File: src/rtl/filter_sweep_ctrl.sv
// filter_sweep_ctrl: sweeps the A/B inputs of the glitch filter through the
// four Gray-ordered combinations. It counts low samples of the synchronized
// X during each combination, then samples the synchronized OutResult and
// reports one verdict.
//
// Handshake: START is a level request. It is taken in IDLE, or in the single
// DONE cycle, and is ignored while BUSY=1 (no queuing). DONE is a one-cycle
// "verdict valid" strobe. PASS, GLITCH_CNT and FAIL_STEP are valid from that
// cycle and hold until the next sweep starts.
module filter_sweep_ctrl #(
    parameter int HOLD_CYCLES = 4,
    parameter int CNT_W       = 8
) (
    input  logic             CLK,
    input  logic             RST,
    input  logic             START,
    input  logic             X,
    input  logic             OutResult,
    output logic             A,
    output logic             B,
    output logic             BUSY,
    output logic             DONE,
    output logic             PASS,
    output logic [CNT_W-1:0] GLITCH_CNT,
    output logic [1:0]       FAIL_STEP
);

    localparam int HW = (HOLD_CYCLES > 1) ? $clog2(HOLD_CYCLES) : 1;
    localparam logic [HW-1:0] HOLD_LAST = HW'(HOLD_CYCLES - 1);
    localparam logic [HW-1:0] WIN_FIRST = HW'(2);
    localparam logic [CNT_W-1:0] CNT_MAX = {CNT_W{1'b1}};

    typedef enum logic [1:0] {
        S_IDLE  = 2'd0,
        S_STEP  = 2'd1,
        S_CHECK = 2'd2,
        S_DONE  = 2'd3
    } state_t;

    state_t           state_q, state_d;
    logic [1:0]       step_q, step_d;
    logic [HW-1:0]    hold_q, hold_d;
    logic             chk_q, chk_d;
    logic [CNT_W-1:0] cnt_q, cnt_d;
    logic [1:0]       fstep_q, fstep_d;
    logic             pass_q, pass_d;
    logic             a_q, a_d;
    logic             b_q, b_d;
    logic             x_meta_q, xs_q;
    logic             or_meta_q, ors_q;
    logic             start_sweep;

    // Two-flop synchronizers for the asynchronous X and OutResult inputs.
    always_ff @(posedge CLK) begin
        if (RST) begin
            x_meta_q  <= 1'b1;
            xs_q      <= 1'b1;
            or_meta_q <= 1'b1;
            ors_q     <= 1'b1;
        end else begin
            x_meta_q  <= X;
            xs_q      <= x_meta_q;
            or_meta_q <= OutResult;
            ors_q     <= or_meta_q;
        end
    end

    // Next-state logic for the sweep FSM, counters, verdict and A/B drive.
    always_comb begin
        state_d     = state_q;
        step_d      = step_q;
        hold_d      = hold_q;
        chk_d       = chk_q;
        cnt_d       = cnt_q;
        fstep_d     = fstep_q;
        pass_d      = pass_q;
        start_sweep = 1'b0;

        case (state_q)
            S_IDLE: begin
                if (START) start_sweep = 1'b1;
            end
            S_STEP: begin
                // The first two hold cycles cover synchronizer latency after A/B move.
                if (hold_q >= WIN_FIRST && !xs_q) begin
                    if (cnt_q != CNT_MAX) cnt_d = cnt_q + CNT_W'(1);
                    if (cnt_q == '0) fstep_d = step_q;
                end
                if (hold_q == HOLD_LAST) begin
                    hold_d = '0;
                    if (step_q == 2'd3) begin
                        state_d = S_CHECK;
                        chk_d   = 1'b0;
                    end else begin
                        step_d = step_q + 2'd1;
                    end
                end else begin
                    hold_d = hold_q + HW'(1);
                end
            end
            S_CHECK: begin
                if (chk_q) begin
                    state_d = S_DONE;
                    pass_d  = (cnt_q == '0) && ors_q;
                end else begin
                    chk_d = 1'b1;
                end
            end
            S_DONE: begin
                if (START) start_sweep = 1'b1;
                else       state_d     = S_IDLE;
            end
            default: state_d = S_IDLE;
        endcase

        if (start_sweep) begin
            state_d = S_STEP;
            step_d  = 2'd0;
            hold_d  = '0;
            cnt_d   = '0;
            fstep_d = 2'd0;
            pass_d  = 1'b0;
        end

        // Gray order 00,01,11,10; CHECK keeps step 3, so it stays at (1,0).
        a_d = 1'b0;
        b_d = 1'b0;
        if (state_d == S_STEP || state_d == S_CHECK) begin
            a_d = step_d[1];
            b_d = step_d[1] ^ step_d[0];
        end
    end

    // State and result registers; reset aborts any sweep without a DONE.
    always_ff @(posedge CLK) begin
        if (RST) begin
            state_q <= S_IDLE;
            step_q  <= 2'd0;
            hold_q  <= '0;
            chk_q   <= 1'b0;
            cnt_q   <= '0;
            fstep_q <= 2'd0;
            pass_q  <= 1'b0;
            a_q     <= 1'b0;
            b_q     <= 1'b0;
        end else begin
            state_q <= state_d;
            step_q  <= step_d;
            hold_q  <= hold_d;
            chk_q   <= chk_d;
            cnt_q   <= cnt_d;
            fstep_q <= fstep_d;
            pass_q  <= pass_d;
            a_q     <= a_d;
            b_q     <= b_d;
        end
    end

    assign A          = a_q;
    assign B          = b_q;
    assign BUSY       = (state_q == S_STEP) || (state_q == S_CHECK);
    assign DONE       = (state_q == S_DONE);
    assign PASS       = pass_q;
    assign GLITCH_CNT = cnt_q;
    assign FAIL_STEP  = fstep_q;

endmodule

File: config.mk
export PLATFORM = sky130hd
export DESIGN_NAME = filter_sweep_ctrl
export DESIGN_NICKNAME = d
export VERILOG_FILES = /design/src/rtl/filter_sweep_ctrl.sv
export SDC_FILE = /design/constraint.sdc
export NUM_CORES = 1
export LEC_CHECK = 0
export CAP_MARGIN = 15
export CORE_AREA = 5 5 63 65
export CTS_BUF_LIST = sky130_fd_sc_hd__clkbuf_8 sky130_fd_sc_hd__clkbuf_16
export CTS_CLUSTER_DIAMETER = 200
export DETAILED_ROUTE_END_ITERATION = 10
export DIE_AREA = 0 0 68 70
export GPL_TIMING_DRIVEN = 0
export PLACE_DENSITY = 0.6
export SLEW_MARGIN = 20
export SYNTH_ARGS = -nofsm -noshare
export SYNTH_HDL_FRONTEND = slang
export SYNTH_SLANG_ARGS = --single-unit
File: constraint.sdc
create_clock -name CLK -period 3.3 [get_ports CLK]
set_input_delay 0.66 -clock CLK [delete_from_list [all_inputs] [get_ports CLK]]
set_output_delay 0.66 -clock CLK [all_outputs]
set_load 0.02 [all_outputs]
* Yosys cells after proc, flatten, opt, wreduce, memory -nomap -nowiden
Cells that the tools add are included.
Widths: inputs -> output; s select.
** Storage, ports and cells
- Input port bits :: 5
- Bits in writable memories :: 0
- Register bits :: 24
- Output and inout bits :: 15
- Latch bits :: 0
- Memory bits (read-only) :: 0
- Memories kept :: 0
** Cells by class
- Equality and inequality tests :: 10
- Multiply operators :: 0
- Shift operators :: 0
- Bitwise gates (word level) :: 2
- $lt $le $gt $ge :: 1
- Reductions and logical operators :: 15
- Multiplexer cells :: 16
- Add/sub/neg operators :: 3
- Divide/modulo/power cells :: 0
** Operators with widths (number)
- $mux 2 :: 10
- $eq 2x2->1 const B :: 5
- $reduce_and 3->1 :: 3
- $add 8x1->8 const B :: 1
- $logic_not 8->1 :: 1
- $ne 8x8->1 const B :: 1
- $pmux 2 s3 :: 1
- $reduce_or 2->1 :: 3
- $add 2x1->2 const B :: 2
- $eq 2x1->1 const B :: 2
- $mux 1 :: 4
- $ne 2x2->1 const B :: 2
- $ge 2x2->1 const B :: 1
- $logic_and 1x1->1 :: 2
- $logic_not 2->1 :: 1
- $logic_or 1x1->1 :: 2
- $pmux 1 s2 :: 1
- $reduce_and 2->1 :: 1
- $reduce_bool 2->1 :: 1
- $logic_not 1->1 :: 1
- $not 1->1 :: 1
- $xor 1x1->1 :: 1

* Logic depth before layout (Yosys ltp)
Gate-level depths: netlist of run 1.
- Depth after elaboration :: 9
- Gate-level depth with buffers :: 7
- Depth with buffers taken out :: 7

* Worst setup path before layout of run 1
OpenSTA, ideal clock, no wires.
- Path kind :: register to register
- Start :: register cnt_q[0] (netlist: GLITCH_CNT[0])
- End :: register fstep_q[1] (netlist: FAIL_STEP[1])
- Required time :: 3.186 ns
- Cell stages (with the launch flop) :: 8
- Library setup time :: 0.114 ns
- Path buffers :: 0
- Period minus slack after synthesis :: 1.736 ns
- Arrival time :: 1.621 ns
- Setup slack :: 1.564 ns
- Cells stage by stage :: dfxtp_1 inv_1 ha_1 or4b_1 nor4_2 and2_4 mux2i_1 nor2_1
** Between the ends
- Cells in the longest elaborated chain, start to end :: 2
** RTL lines
- from (decl) :: RTL line 44 : logic [CNT_W-1:0] cnt_q, cnt_d;
- from (signal assigned) :: RTL line 151 : cnt_q <= cnt_d;
- $logic_not 8->1 :: RTL line 87 : if (cnt_q == '0) fstep_d = step_q;
- $reduce_and 3->1 (no line)
- to (signal assigned) :: RTL line 152 : fstep_q <= fstep_d;
- to (decl) :: RTL line 45 : logic [1:0] fstep_q, fstep_d;
No other way between the ends.
A chain may end at the register's enable or synchronous reset.

* Final worst setup path of run 1
- Start :: register state_q[0]
- End :: output BUSY
** Between the ends
- Cells in the longest elaborated chain, start to end :: 2
** RTL lines
- from (decl) :: RTL line 40 : state_t state_q, state_d;
- from (signal assigned) :: RTL line 147 : state_q <= state_d;
- $eq 2x1->1 / $eq 2x2->1 (equally long branches) :: RTL line 161 : assign BUSY = (state_q == S_STEP) || (state_q == S_CHECK);
- $logic_or 1x1->1 (*) :: RTL line 161
- to (decl) :: RTL line 21 : output logic BUSY,
Mark *: on every way between the ends. The rest lies on a longest branch, timed or not.

==> results.txt, run 1 <==
- Run status: finished clean
* ANT nets after route: 0
- The number of setup buffers added after CTS is 0.
- 1st-iter DRT viols: 38
* Root buffer cell: sky130_fd_sc_hd__clkbuf_8
- Max-Slew Margin vs Limit: about two thirds
* Final Routed Wirelength: 2148 µm
- Switching power: around 120 µW
* Slowest CP cell: sky130_fd_sc_hd__clkdlybuf4s50_1
- On the critical path the largest part of the delay comes from buffers and inverters.
- Post-synthesis instance area: 0.001119 mm²
* Leakage: between 0.0005 and 0.0006 µW
- Number of hold violations in the final report: 0
* Cells taking the most area after synthesis: sky130_fd_sc_hd__dfxtp_1 (43%), sky130_fd_sc_hd__ha_1 (8.9%), sky130_fd_sc_hd__nor2_1 (5.0%)
- Post-route setup TNS: 0 ns
- Clock transition time at the flip-flop clock pins of the worst setup and hold paths: 0.08 ns
- Number of buffer and inverter instances along the worst setup path: 2
* Relative contribution of sequential cells to total power: between 50% and 60%
- Number of nets in the layout: 157
* Total nets after synthesis: around 130
* Antenna cells: 0
- The worst setup path is captured at a primary output.
- Number of setup violations in the final report: 0
- Summed over all instances, the cell type with the most area after synthesis is sky130_fd_sc_hd__dfxtp_1.
* Sequence of cells on the critical path: inv_1, ha_1, clkdlybuf4s50_1
- Largest net degree at the start of global routing: 14
- Register bit count reported by yosys: 24
- The worst setup path is launched from a register.
* Cell internal power dissipation: around 430 µW
- Total number of yosys warnings: 0
- Hold buffer count at CTS: 0
- Clock latency on the worst-skew pair, taken at its later pin, is between 0.2 and 0.3 ns.
- H-tree depth: 1
* Placed Area: ~0.0014 mm²
* Die width: 68 µm
- In this run the biggest area consumer among cell types represents between 40 and 50% of the synthesized area.
* Die Span Y: about 70 µm
- Number of iterations in the first detailed-routing pass: 4
* Sw frac: 22.17%
* Number of fillers in the final layout: approximately 330
- DRC: 0
- After floorplanning, the core was divided into 21 placement rows.
* Max Cap Viol: 0
- Detailed Place HPWL: ~1600 µm
- Grt total ovfl: 0
- The cell count after synthesis came out at 120.
* Min setup slack post-route: roughly 0.96 ns
* Largest fanout of any net on the critical path: 5
- The first global-routing pass estimated 3712 µm of wire.
* Vias after detailed routing: ~890
- Drt wl/cell: approximately 11 µm
- The clock network is responsible for 36.1% of the overall power.
- Achievable frequency: about 430 MHz
- Slack of the worst reg-to-reg path: around 1.4 ns
* Vias in the first global route: 851
- Final clock skew: roughly 0.0034 ns
- Dividing the detail-routed via count by the number of cells gives 4.683.
- Total die area: between 0.004 and 0.005 mm²
- Pins over their slew limit: 0
- Sink count of the clock tree: 24
* Portion of the clock cycle consumed by the worst path in the final layout: a little over two thirds
- Mean instance size in the synthesized netlist: around 9.3 µm²
* Combined global-route utilization of all metal layers: under 10%
- Setup repair after global routing missed its margin: no
* Number of antenna violations at the first check in global routing: 0
- The design draws 547.7 µW.
- For this design the ratio of total power to cell area is around 390 mW/mm².
- Standard cell core area: between 0.003 and 0.004 mm²
- IR analysis of the VDD net gives a maximum drop of approximately 0.00018 V.
- The min-delay analysis places its worst path in the category register to register.
- Placer congestion estimate: 0.8144
- Count of cell types in the netlist: 29
- Least-Margin Pin Slew: 0.5204 ns
* Port bufs: 19
- Share of layout cells above drive strength 1: 10.49%
- STA puts the critical path data arrival time at 1.68 ns.
- Sequential element share of the synthesized area: a little over two fifths
- On the final layout, the worst hold slack is 0.4147 ns.
- Max Root-Sink Buffers: 2
* Initial Utilization: approximately 34%
- Number of top-level pins: 20
* Part of the power in combinational logic: approximately a tenth
- Setup Slack @ Placement: roughly 1.1 ns
* Post-route cell area: about 0.0014 mm²
- Gates resized during post-CTS repair numbered 0.
* Minimum clock period after layout: roughly 2.3 ns
* Num CTS Buffers: 3
- The largest single stage delay on the critical path is approximately 0.6 ns.
- WS Path Type: register to primary output
- Clock tree from TritonCTS: yes
- The area growth from synthesis to layout is 27.07%.
- At the worst endpoint, the required time is roughly 2.6 ns.
flip-flops by register name, summed over array words and instances, names as in the netlist, 2 cells and up:
register	count
state_q	2
step_q	2
GLITCH_CNT	8
hold_q	2
FAIL_STEP	2
area by class of cell:
cell class	count	area, µm²	area share (%)
well taps	46	57.56	4.049
clock buffers	4	55.05	3.873
flip-flops and latches	24	480.5	33.80
plain buffers	3	27.53	1.937
inverters	6	22.52	1.585
repair buffers	19	190.2	13.38
multi-input cells	87	588.1	41.37
power groups by stage:
stage	combinational [µW]	sequential [µW]	clock, µW
floorplan	36.9	305	0
global placement	50.8	306	0
detailed placement	51.4	306	0
CTS	51.6	299	204
global route	56.8	301	217
finish	50.7	299	197
per-stage QoR:
stage,util (%),instances
floorplan,-,120
global placement,41.60,185
detailed placement,41.60,185
CTS,43.28,189
global route,43.28,189
finish,43.28,189
routing by layer:
metal | vias up | track usage (%) | routed length, µm
met3 | 2 | 1.442 | 66
met5 | - | 0 | 0
met1 | 405 | 11.98 | 1011
met2 | 17 | 16.38 | 1029
met4 | 0 | 5.298 | 41
li1 | 461 | - | -
kinds of logic after synthesis:
| logic type | Yosys count | synth area share (%) |
|---|---|---|
| xor gates and xnor gates | 8 | 6.264 |
| muxes | 3 | 2.685 |
| buffers and inverters | 9 | 4.474 |
| DFF | 24 | 42.95 |
| and+or+nand+nor | 54 | 27.07 |
| AOI/OAI and AO/OA | 14 | 7.607 |
| adders and majority gates | 8 | 8.949 |
worst paths after layout:
| kind | endpoint | start | cells past startpoint |
|---|---|---|---|
| setup / recovery | BUSY | state_q[0] | 3 |
| setup reg to reg | B | state_q[0] | 7 |
| hold reg to reg | xs_q | x_meta_q | 1 |
| hold / removal | xs_q | x_meta_q | 1 |
cell usage in the layout (no fill, tap or decap), drive strengths merged, types with 3 or more instances in the layout:
cell | Yosys | routed
dfxtp | 24 | 24
clkdlybuf4s50 | 0 | 19
nor2 | 15 | 15
ha | 8 | 8
nand3 | 7 | 7
nand2 | 7 | 7
a21oi | 7 | 7
inv | 6 | 6
xor2 | 6 | 6
or2 | 5 | 5
nand4 | 4 | 4
clkbuf | 0 | 4
mux2i | 3 | 3
nor3 | 3 | 3
buf | 3 | 3
and2 | 3 | 3
synthesized netlist by cell type, drive strengths merged:
library cell / number
nor2: 15
nor2b: 2
a21oi: 7
mux2i: 3
nor4: 1
xor2: 6
o21ai: 2
dfxtp: 24
ha: 8
or4b: 1
nor3b: 1
a211oi: 1
and2: 3
a211o: 2
or2: 5
a221oi: 1
a31oi: 1
xnor2: 2
nand2: 7
buf: 3
inv: 6
and4: 2
nand3: 7
nor3: 3
nor4b: 1
nand4: 4
and3: 2
Note: power is estimated with default switching activity, not from simulation.
==> run 2, diff against run 1 <==
--- a/config.mk
+++ b/config.mk
@@ -12,7 +12,7 @@
 export DETAILED_ROUTE_END_ITERATION = 10
 export DIE_AREA = 0 0 68 70
 export GPL_TIMING_DRIVEN = 0
-export PLACE_DENSITY = 0.6
+export PLACE_DENSITY = 0.63
 export SLEW_MARGIN = 20
 export SYNTH_ARGS = -nofsm -noshare
 export SYNTH_HDL_FRONTEND = slang
==> constraint.sdc (replaced) <==
create_clock -name CLK -period 2.1 [get_ports CLK]
set_input_delay 0.42 -clock CLK [delete_from_list [all_inputs] [get_ports CLK]]
set_output_delay 0.42 -clock CLK [all_outputs]
set_load 0.02 [all_outputs]
==> run 2 against run 1 <==
Against the previous run: core utilization increased by 0.46 points; worst hold slack is essentially flat; cell area rose by 1.1%; clock power increased by 100%; largest power group unchanged.
==> results.txt, run 2 (synthesized netlist as in run 1, its figures left out) <==
- Most frequent standard cell in the layout excluding fill and tap cells: sky130_fd_sc_hd__dfxtp_1
- Path depth of the worst reg2reg path: 7
- The top cell types in the final layout, fill and taps aside, are sky130_fd_sc_hd__dfxtp_1 (24), sky130_fd_sc_hd__clkdlybuf4s50_1 (18), sky130_fd_sc_hd__nor2_1 (15), sky130_fd_sc_hd__ha_1 (8).
- Port buffering added 19 buffers.
- Min-delay worst type: register to register
* Minimum clock period after layout: about 1.9 ns
* Max Root-Sink Buffers: 2
- In this run the remaining antenna-violating nets after routing total 0.
- After detailed routing, the number of vias per cell comes to between 4 and 5.
* WS Path Type: register to primary output
- Detailed Place HPWL: around 1700 µm
- Die Span Y: approximately 70 µm
* Number of setup buffers added after CTS: 0
- Portion of the clock cycle consumed by the worst path in the final layout: 92.13%
- Sink count of the clock tree: 24
* Antenna cells: 0
- Hold buffer count at CTS: 0
- End of the worst register-to-register path: B
* Wire length of the first global-routing pass: around 3800 µm
- PwrDens: about 660 mW/mm²
- In this run, the combinational gates consume 8.3% of the power.
- Of all nets on the critical path, the largest fanout is 5.
* Root buffer cell: sky130_fd_sc_hd__clkbuf_8
* Pins over their slew limit: 0
- Across all setup checks in the final design, the least slack found is about 0.17 ns.
* Area occupied by multi-input gates: about 590 µm²
- Global routing finished with a remaining overflow of 0.
- Die width: approximately 68 µm
- The core region is approximately 0.0033 mm².
- Final Routed Wirelength: approximately 2100 µm
- After the first detailed-routing iteration, the DRC count stood at 75.
- The worst register-to-register path has a setup slack of roughly 0.23 ns.
- In this run switching power makes up 20.17% of total power.
- STA classifies the critical path startpoint as a register.
* Worst reg2reg startpoint: state_q[0]
- After floorplanning, the core was divided into 21 placement rows.
- For this run, the total global-route usage over all layers was measured as approximately 10%.
* Final clock skew: ~0.0074 ns
- The worst setup path is captured at a primary output.
* Setup Slack @ Placement: 0.1013 ns
- Summed over all nets, the switching power comes to roughly 190 µW.
- Setup violations remaining at the end of the flow were counted as 0.
* Max Cap Viol: 0
* Share of layout cells above drive strength 1: 10.49%
* Num CTS Buffers: 3
- Summing over every cut layer, the via total after detailed routing is about 900.
* Number of top-level pins: 20
* H-tree depth: 1
- Peak ir drop on the vdd network: just under 0.0004 V
- Largest net degree at the start of global routing: 15
- Post-route setup TNS: 0 ns
- Data arrives at the worst endpoint at roughly 1.5 ns.
* Least-Margin Pin Slew: approximately 0.59 ns
* Worst hold path startpoint: x_meta_q
- Total die area: between 0.004 and 0.005 mm²
- The register with the most flip-flops in the layout has 8 of them.
* Initial Utilization: 34.06%
- Max-Slew Margin vs Limit: between 60% and 70%
* Skew-Pair Late Insertion Delay: roughly 0.27 ns
- For this run, design rule violations remaining after detail routing come to 0.
- Hold is met by between 0.4 and 0.5 ns.
- Counting instances, the worst hold path has a depth of 1.
* Worst hold endpoint: xs_q
- In this run the static leakage power is ~0.00056 µW.
- In the final routed layout, each cell accounts on average for between 10 and 15 µm.
- Number of nets in the layout: about 160
- The number of antenna violations at the first check in global routing is 0.
* Clock network fraction of design power: about two fifths
- Area growth from synthesis to layout: 28.41%
* Number of fillers in the final layout: 340
* Run status: finished clean
* Relative contribution of sequential cells to total power: ~50%
- Gates resized during post-CTS repair numbered 1.
* Vias in the first global route: 878
* Clock tree from TritonCTS: yes
- Data required time at the worst endpoint: 1.68 ns
- The number of hold-slack violations in the final timing report was 0.
- Achievable frequency: between 500 and 600 MHz
- Setup repair after global routing missed its margin: no
- The internal power of the cells totals about 760 µW.
- At the end of routability-driven placement, the weighted congestion stood at around 0.75.
- Clock-pin slew was measured on the worst setup and hold paths at 0.08 ns.
* Sequential cell area: around 480 µm²
- The first TritonRoute pass finished after 4 iterations.
[run 2: per-stage QoR]
| stage | power (µW) | area [µm²] | instances | util [%] |
|---|---|---|---|---|
| after global routing | 991.4 | 1436 | 189 | 43.73 |
| final | 947.0 | 1436 | 189 | 43.73 |
| after global placement | 561.0 | 1366 | 185 | 41.60 |
| after CTS | 964.9 | 1436 | 189 | 43.73 |
| after floorplan | 537.7 | 1119 | 120 | - |
| after detailed placement | 562.9 | 1366 | 185 | 41.60 |
[run 2: how the worst max path moves through the flow]
stage	startpoint	endpoint	slack (ns)	cells after the start
finish	state_q[0]	DONE	0.17	2
global route	state_q[0]	B	0.08	7
CTS	state_q[0]	DONE	0.16	2
detailed placement	START	B	0.10	6
global placement	START	B	0.12	6
floorplan	GLITCH_CNT[0]	FAIL_STEP[1]	0.36	7
[run 2: power by group through the flow]
stage          Clock (µW)  Combinational, µW  Sequential [µW]
2_1_floorplan           0               57.9              480
3_3_place_gp            0               79.9              481
3_5_place_dp            0               82.0              481
4_1_cts               414               80.9              470
5_1_grt               430               89.8              472
6_report              398               78.8              470
[run 2: cell type report]
cell class	instances	area share, %
plain buffers	3	1.916
well taps	46	4.007
multi-input cells	87	40.94
clock inverters	1	2.091
flip-flops and latches	24	33.45
repair buffers	19	13.15
clock buffers	3	2.875
inverters	6	1.568
[run 2: metal layers]
layer  GRT usage, %  vias to the layer above  wire length, µm
li1               -                      458                -
met1          12.23                      402             1031
met2          16.70                       18              990
met3          3.686                        2              117
met4          1.987                        0               10
met5              0                        -                0
[run 2: critical path: stages, from the launching register on]
cell,delay (ns)
sky130_fd_sc_hd__dfxtp_1,0.41
sky130_fd_sc_hd__ha_1,0.23
sky130_fd_sc_hd__clkdlybuf4s50_1,0.62
==> run 3, diff against run 2 <==
--- a/config.mk
+++ b/config.mk
@@ -6,13 +6,14 @@
 export NUM_CORES = 1
 export LEC_CHECK = 0
 export CAP_MARGIN = 15
-export CORE_AREA = 5 5 63 65
+export CORE_AREA = 5 5 73 75
 export CTS_BUF_LIST = sky130_fd_sc_hd__clkbuf_8 sky130_fd_sc_hd__clkbuf_16
 export CTS_CLUSTER_DIAMETER = 200
 export DETAILED_ROUTE_END_ITERATION = 10
-export DIE_AREA = 0 0 68 70
+export DIE_AREA = 0 0 78 80
 export GPL_TIMING_DRIVEN = 0
-export PLACE_DENSITY = 0.63
+export PLACE_DENSITY = 0.5
+export SETUP_SLACK_MARGIN = 0.3
 export SLEW_MARGIN = 20
 export SYNTH_ARGS = -nofsm -noshare
 export SYNTH_HDL_FRONTEND = slang
==> run 3 against run 2 <==
Against the previous run: via count rose by 7.0%; clock skew is 0.0040 ns lower; core utilization is 9.9 points lower; critical path depth unchanged; cell area increased by 8.4%; routed wire length is 12% higher; combinational power rose by 20%; non-clock buffer count is 6 higher; total power shrank 7.6%; sequential share of layout area decreased by 1.6 points; clock power is 21% lower.
==> results.txt, run 3 (synthesized netlist as in run 1, its figures left out) <==
- Vias after detailed routing: around 940
- The analysis attributes to net switching a power of between 200 and 250 µW.
* Min-delay worst type: register to register
- WS Path Type: register to primary output
- Standard cell core area: roughly 0.0046 mm²
- Max Cap Viol: 0
- Final Routed Wirelength: 2405 µm
- The cell sitting at the root of the clock tree is a sky130_fd_sc_hd__clkbuf_8.
- For this design the ratio of total power to cell area is approximately 560 mW/mm².
- Number of iterations in the first detailed-routing pass: 4
- Share of layout cells above drive strength 1: around a quarter
* Total power: between 800 and 900 µW
- The count of buffers added on input and output ports is 19.
- Most frequent standard cell in the layout excluding fill and tap cells: sky130_fd_sc_hd__dfxtp_1
- Number of hold violations in the final report: 0
- After global routing the overflow that remains totals 0.
- Peak ir drop on the vdd network: 0.0003325 V
* Relative contribution of sequential cells to total power: a little over half
- CP Capture Type: primary output
- Minimum clock period after layout: 1.769 ns
- Number of nets in the layout: around 160
- Setup violations remaining at the end of the flow were counted as 0.
- The final-report max-slew violation count is 0.
- Most used cells in the layout excluding fill and tap cells: sky130_fd_sc_hd__dfxtp_1 (20), sky130_fd_sc_hd__nor2_1 (15), sky130_fd_sc_hd__clkdlybuf4s50_1 (13)
- In the routed design, unresolved DRC markers number 0.
* Sink count of the clock tree: 24
* Worst EP arrival: about 1.4 ns
* Number of top-level pins: 20
* Placer congestion estimate: 0.7860
- The die covers 0.006240 mm².
- Antenna cells: 0
- In this run, the combinational gates consume 10.8% of the power.
* Post-route setup TNS: 0 ns
- Buffers inserted to repair hold after CTS numbered 0.
- Drt wl/cell: between 10 and 15 µm
- Combined global-route utilization of all metal layers: 7.779%
- After layout, the worst path uses between 80% and 90% of the clock period.
- The worst pin sits at a relative slew slack of 74.72%.
* Vias in the first global route: approximately 870
* Sw frac: 23.05%
- The first global-routing pass estimated roughly 4000 µm of wire.
* Critical Path Source Type: register
- Number of antenna violations at the first check in global routing: 0
- Least-Margin Pin Slew: about 0.38 ns
* Clock tree from TritonCTS: yes
* Run status: finished clean
- Clock latency on the worst-skew pair, taken at its later pin, is around 0.26 ns.
* Clock network fraction of design power: between 30% and 40%
- Along the worst path, the maximum fanout reaches 4.
- Largest net degree at the start of global routing: 14
- For this run, the slowest stage of the critical path takes just under 0.6 ns.
* Largest register FFs: 8
- Clock skew on the completed layout was measured at about 0.0034 ns.
- Initial Utilization: approximately 24%
- H-tree depth: 1
* Num CTS Buffers: 3
- Die Span Y: 80 µm
- Timing would allow up to ~570 MHz.
* Sequence of cells on the critical path: buf_4, clkdlybuf4s50_1
* Data required time at the worst endpoint: roughly 1.7 ns
- Vias per cell: roughly 4.6
* Setup repair after global routing missed its margin: yes
* Site row count: 25
- The count of nets left with antenna violations once routing finished came out at 0.
- For this run, the share of the core covered by cells in the final layout is approximately 34%.
* Leakage: between 0.0006 and 0.0007 µW
- The internal portion of the total power is approximately 670 µW.
* Slowest CP cell: sky130_fd_sc_hd__clkdlybuf4s50_1
- From left edge to right edge, the die measures just under 80 µm.
* Clock transition time at the flip-flop clock pins of the worst setup and hold paths: 0.09 ns
- Area growth from synthesis to layout: 39.26%
- Max Root-Sink Buffers: 2
- The first routing iteration left 38 violations.
- Detailed Place HPWL: around 1700 µm
-- run 3: power by group through the flow --
stage | logic (µW) | clock network (µW) | registers [µW]
floorplan | 57.9 | 0 | 480
global placement | 80.1 | 0 | 481
detailed placement | 81.4 | 0 | 481
CTS | 83.3 | 327 | 472
global route | 106 | 348 | 468
finish | 94.4 | 314 | 467
-- run 3: routing by layer --
metal  up-vias  wire length, µm  GRT usage, %
met4         0                4         1.182
li1        471                -             -
met3         2              149         3.386
met1       447             1170         10.76
met2        22             1080         11.35
met5         -                0             0
-- run 3: what timing repair did --
action                                  4_1_cts  5_1_grt
pin swaps                                     1        6
setup buffers                                 1        5
gates resized for setup                       9       21
endpoints found under the setup margin        7       11
gates cloned                                  0        0
endpoints found under the hold margin         0        0
-- run 3: metrics by stage --
step	hold WS (ns)	cells	instance area, µm²	worst slack (ns)
final	0.4147	203	1558	0.3315
after detailed placement	0.3962	193	1376	0.1129
after global routing	0.4353	203	1558	0.2716
after CTS	0.4172	198	1464	0.2716
after floorplan	0.3895	120	1119	0.3644
after global placement	0.3940	193	1376	0.1202
-- run 3: worst max-delay path, delay by kind of cell (launching register included) --
family / cells / cell delay (ns)
flops: 1 / 0.38
buf+inv: 2 / 0.70
-- run 3: worst paths after layout --
check           startpoint       endpoint  slack (ns)  cells after the start
max          GLITCH_CNT[0]  GLITCH_CNT[0]        0.33                      2
min               x_meta_q           xs_q        0.41                      1
max reg2reg  GLITCH_CNT[0]   FAIL_STEP[1]        0.39                      7
min reg2reg       x_meta_q           xs_q        0.41                      1
-- run 3: layout make-up --
class	count	area, µm²
inverters	6	25.02
multi-input cells	87	643.1
clock buffers	4	55.05
flip-flops and latches	24	495.5
fillers	462	3040
well taps	54	67.56
repair buffers	25	244.0
plain buffers	3	27.53
